File: config.mk
export PLATFORM = sky130hd
export DESIGN_NAME = lifo_stack_param
export DESIGN_NICKNAME = d
export VERILOG_FILES = /design/src/rtl/lifo_stack_param.sv
export SDC_FILE = /design/constraint.sdc
export NUM_CORES = 1
export LEC_CHECK = 0
export CORE_UTILIZATION = 44
export CTS_BUF_LIST = sky130_fd_sc_hd__clkbuf_8 sky130_fd_sc_hd__clkbuf_16
export DETAILED_ROUTE_END_ITERATION = 7
export GPL_TIMING_DRIVEN = 0
export PLACE_DENSITY_LB_ADDON = 0.3
export SYNTH_ARGS = -nofsm -noshare
export SYNTH_HDL_FRONTEND = slang
export SYNTH_SLANG_ARGS = --single-unit
File: constraint.sdc
create_clock -name clk -period 3.4 [get_ports clk]
set_clock_uncertainty 0.05 [all_clocks]
set_input_delay 0.68 -clock clk [delete_from_list [all_inputs] [get_ports clk]]
set_output_delay 0.68 -clock clk [all_outputs]
set_load 0.01 [all_outputs]
File: src/rtl/lifo_stack_param.sv
// lifo_stack_param: parametrised synchronous LIFO stack.
//
// Storage is a DEPTH x DATA_WIDTH register array addressed by the occupancy
// count, which doubles as the stack pointer. The top of stack is entry count-1.
// Pops and replace-top operations load a registered data_out with a one-cycle
// out_valid strobe. A simultaneous push and pop on an empty stack bypasses the
// write data straight to data_out.
//
// Optional feature macro: LIFO_ERR_FLAGS_EN
//   defined   -> overflow / underflow one-cycle pulse ports are present
//   undefined -> those ports and their logic are omitted

module lifo_stack_param #(
    parameter int DATA_WIDTH = 8,
    parameter int DEPTH      = 8,
    parameter int AF_THR     = DEPTH - 1,
    parameter int AE_THR     = 1,
    localparam int CW        = $clog2(DEPTH + 1)
) (
    input  logic                  clk,
    input  logic                  rst_n,
    input  logic                  write_en,
    input  logic                  read_en,
    input  logic [DATA_WIDTH-1:0] data_in,
    output logic [DATA_WIDTH-1:0] data_out,
    output logic                  out_valid,
    output logic                  full,
    output logic                  empty,
    output logic                  almost_full,
    output logic                  almost_empty,
    output logic [CW-1:0]         count
`ifdef LIFO_ERR_FLAGS_EN
    ,
    output logic                  overflow,
    output logic                  underflow
`endif
);

    logic [DATA_WIDTH-1:0] mem [DEPTH];
    logic [DATA_WIDTH-1:0] top_data;
    logic [CW-1:0]         count_next;
    logic                  do_push;
    logic                  do_pop;
    logic                  do_replace;
    logic                  do_bypass;

    // Status flags decode straight from the registered count.
    assign full         = (count == CW'(DEPTH));
    assign empty        = (count == '0);
    assign almost_full  = (int'(count) >= AF_THR);
    assign almost_empty = (int'(count) <= AE_THR);

    // Classify the request pair against the current occupancy.
    always_comb begin
        do_push    = 1'b0;
        do_pop     = 1'b0;
        do_replace = 1'b0;
        do_bypass  = 1'b0;
        if (write_en && !read_en) begin
            do_push = !full;
        end else if (!write_en && read_en) begin
            do_pop = !empty;
        end else if (write_en && read_en) begin
            do_replace = !empty;
            do_bypass  = empty;
        end
    end

    // Select the top-of-stack entry; comparing the full count avoids an
    // index narrower or wider than the array.
    always_comb begin
        top_data = '0;
        for (int i = 0; i < DEPTH; i++) begin
            if (count == CW'(i + 1)) begin
                top_data = mem[i];
            end
        end
    end

    // Next occupancy; the push/pop qualifiers already exclude full and empty,
    // so the count can neither wrap up nor down.
    always_comb begin
        count_next = count;
        if (do_push) begin
            count_next = count + CW'(1);
        end else if (do_pop) begin
            count_next = count - CW'(1);
        end
    end

    // Entry storage: push writes at count, replace-top overwrites count-1.
    // Contents are intentionally not reset; the count defines what is live.
    always_ff @(posedge clk) begin
        if (rst_n) begin
            for (int i = 0; i < DEPTH; i++) begin
                if (do_push && (count == CW'(i))) begin
                    mem[i] <= data_in;
                end else if (do_replace && (count == CW'(i + 1))) begin
                    mem[i] <= data_in;
                end
            end
        end
    end

    // Occupancy register plus the registered pop data and its valid strobe.
    always_ff @(posedge clk) begin
        if (!rst_n) begin
            count     <= '0;
            data_out  <= '0;
            out_valid <= 1'b0;
        end else begin
            count     <= count_next;
            out_valid <= do_pop || do_replace || do_bypass;
            if (do_pop || do_replace) begin
                data_out <= top_data;
            end else if (do_bypass) begin
                data_out <= data_in;
            end
        end
    end

`ifdef LIFO_ERR_FLAGS_EN
    // Error pulses last exactly one cycle after the offending edge.
    always_ff @(posedge clk) begin
        if (!rst_n) begin
            overflow  <= 1'b0;
            underflow <= 1'b0;
        end else begin
            overflow  <= write_en && !read_en && full;
            underflow <= read_en && !write_en && empty;
        end
    end
`endif

endmodule

==> summary.md, run 1 <==
| Metric | Value |
|---|---|
| First-pass GRT wire length | `approximately 13 mm` |
| Final min period | `roughly 3.1 ns` |
| Net Count, Synth | `approximately 290` |
| Largest net degree at the start of global routing | `13` |
| DRT antenna net count | `0` |
| DR vias/cell | `between 5 and 6` |
| Worst-path clk slew | `about 0.080 ns` |
| Max_slew headroom | `42.2%` |
| # port buffers | `28` |
| Initial Util | `a little under half` |
| Max-cap violations | `0` |
| Core area | `7690 um2` |
| Fmax | `roughly 320 MHz` |
| WL/cell | `around 19 um` |
| Vias | `about 2400` |
| CP startpoint | `count[0]` |
| Slowest-stage cell, CP | `clkdlybuf4s50_1` |
| Cell with the most instances after synthesis | `edfxtp_1` |
| Syn Area/Cell | `12.6 um2` |
| H-tree Lvls | `3` |
| Later-pin clock latency in the skew report | `0.34 ns` |
| # resized after CTS | `0` |
| Cts bufs inserted | `9` |
| Power per cell area | `~550 nW/um2` |
| All-Layer GR Usage | `between 20% and 30%` |
| Fin. max-slew vios | `0` |
| Initial antenna violation count | `0` |
| Synth area leaders | `edfxtp_1 (55%), dfxtp_1 (7.5%), a21oi_1 (2.7%), a2111oi_1 (2.0%), mux2i_1 (2.0%)` |
| RSZ-0062 raised after global routing | `no` |
| ANT cells | `0` |
| DRT Pass-1 Iters | `5` |
| Final WL | `7.87 mm` |
| CTS tree | `yes` |
| Final worst-path cycle share | `a little over 90%` |
| Post-CTS Setup Inserts | `0` |
| Die Wd | `90.9 um` |
| Root Driver | `clkbuf_8` |
| DRC viols | `0` |
| Peak supply drop | `around 0.00022 V` |
| Worst min-delay path startpoint | `mem[1][26]` |
| Data arrival, critical path | `2.38 ns` |
| Area leader, netlist | `edfxtp_1` |
| FP Rows | `32` |
| Final Net Count | `330` |
| Hold_buf cts | `0` |
| Layout cells sized above 1 | `approximately 11%` |
| Seq cells post-synth | `77` |
| Leakage | `1.37 nW` |
| Total power | `approximately 0.0022 W` |
| IO Count | `29` |
| Yosys top cell area share | `between 50% and 60%` |
| WP data required | `~2.7 ns` |
| Yosys warns | `0` |
| Main synth FF type | `edfxtp_1` |
| Multi-input combinational cell area | `around 1200 um2` |
| Clock Path Buffers | `2` |
| Startpoint Class | `flip-flop` |
| Hold_ws | `0.504 ns` |
| Overall die height | `90.9 um` |
| Syn Std Cell Area | `3480 um2` |
| Slowest stage delay, CP | `0.52 ns` |
| Flop2flop setup slack | `approximately 0.53 ns` |
| Ys async rst share | `0%` |
| Slew @ Worst Pin | `0.867 ns` |
| Critical Path End Type | `primary output` |
| Post-synth top cells | `edfxtp_1 (64), a21oi_1 (19), nand2_1 (16)` |
| Number of global-route vias before repair | `2327` |
| Register area | `roughly 2200 um2` |
| Layout area overhead | `17.2%` |
| Mapped Cells | `between 200 and 300` |
| HP Class | `reg2reg` |
| Seq/Total Area, Yosys | `around 63%` |
| CP max FO | `10` |
| CTS sink count | `a little under 80` |
| Run status | `completed` |
| Endpoints failing hold | `0` |
| # fillers | `between 600 and 700` |
| Count of cell types in the netlist | `48` |
| EDFF count, synth | `64` |
| Area of the die | `around 8300 um2` |
| Final setup viols | `0` |
| Dpl hpwl | `about 5.5 mm` |
| Worst path cell trace | `ha_1, buf_2, buf_2, a21o_1, clkdlybuf4s50_1` |
| Placer Congestion | `roughly 0.84` |
| CP most frequent cell | `buf_2` |
| 1st-iter DRT viols | `between 100 and 150` |
| Grt ovf | `0` |
| WS Path Type | `reg2out` |
| Worst r2r src | `count[0]` |
## registers in the layout, indices dropped and copies added (netlist names)
signal	count
mem	64
data_out	8
count	4
out_valid	1
## per-layer routing
metal / part of all wire [%] / vias up / track usage (%) / wire (um)
met5: 0.076 / - / 0 / 6
met4: 1.1 / 2 / 7.54 / 83
met1: 46 / 1155 / 29.0 / 3630
met2: 46 / 89 / 31.4 / 3630
met3: 6.4 / 10 / 4.21 / 507
li1: - / 1139 / - / -
## metrics by stage
step	cells	setup TNS [ns]	setup WS [ns]	area, um2	utilization, %
CTS	420	0	0.295	4070	53.0
detailed placement	405	0	0.112	3890	50.7
global placement	405	-1.01	-0.127	3880	50.5
floorplan	275	0	0.779	3480	-
global route	420	0	0.161	4070	53.0
finish	420	0	0.290	4070	53.0
## placed cells by master (no fill, tap or decap), types with 6 or more instances in the layout
cell type | Yosys | layout
edfxtp_1 | 64 | 64
nor2_1 | 13 | 13
a221oi_1 | 6 | 6
o21ai_0 | 8 | 8
nand2_1 | 16 | 16
buf_2 | 7 | 7
clkbuf_8 | 0 | 9
a21oi_1 | 19 | 19
o22ai_1 | 6 | 6
mux2i_1 | 7 | 7
clkdlybuf4s50_1 | 0 | 28
a2111oi_1 | 7 | 7
nor3_1 | 10 | 9
clkbuf_1 | 6 | 6
inv_1 | 13 | 13
nand3b_1 | 9 | 9
dfxtp_1 | 13 | 13
nor2b_1 | 9 | 9
## critical path, delay by kind of cell (launching register included)
kind	cells	cell delay, ns
compound gates	1	0.15
fa+ha+maj	1	0.34
flops	1	0.47
buf+inv	3	1.07
## cells by family after synthesis
group,synth area share [%]
mux,2.34
buf+inv,4.36
compound gates,16.8
simple gates,12.1
xor+xnor,0.252
fa+ha+maj,1.44
flops,62.8
## worst paths after layout
check,cells past startpoint,to
worst max-delay path,5,almost_full
worst min-delay path,2,data_out[2]
worst max register to register,5,mem[0][4]
worst min register to register,2,data_out[2]
## layout make-up
cell class	count	share of cell area, %
multi-input cells	165	28.3
flip-flops and latches	77	53.6
clock buffers	9	3.04
repair buffers	28	6.88
plain buffers	19	2.43
inverters	14	1.29
well taps	102	3.13
clock inverters	6	1.35
## power by group
group	leakage (nW)	switching [W]	total (W)	internal [W]
logic	0.592	0.000277	0.000498	0.000221
clock network	0.0899	0.000321	0.000648	0.000327
registers	0.684	0.0000256	0.00109	0.00106
(Power assumes the default switching activity.)
==> run 2, diff against run 1 <==
--- a/config.mk
+++ b/config.mk
@@ -5,6 +5,7 @@
 export SDC_FILE = /design/constraint.sdc
 export NUM_CORES = 1
 export LEC_CHECK = 0
+export ABC_CLOCK_PERIOD_IN_PS = 3400
 export CORE_UTILIZATION = 44
 export CTS_BUF_LIST = sky130_fd_sc_hd__clkbuf_8 sky130_fd_sc_hd__clkbuf_16
 export DETAILED_ROUTE_END_ITERATION = 7
==> results of run 2 <==
The final DEF is identical to that of run 1; final timing and power are the same.
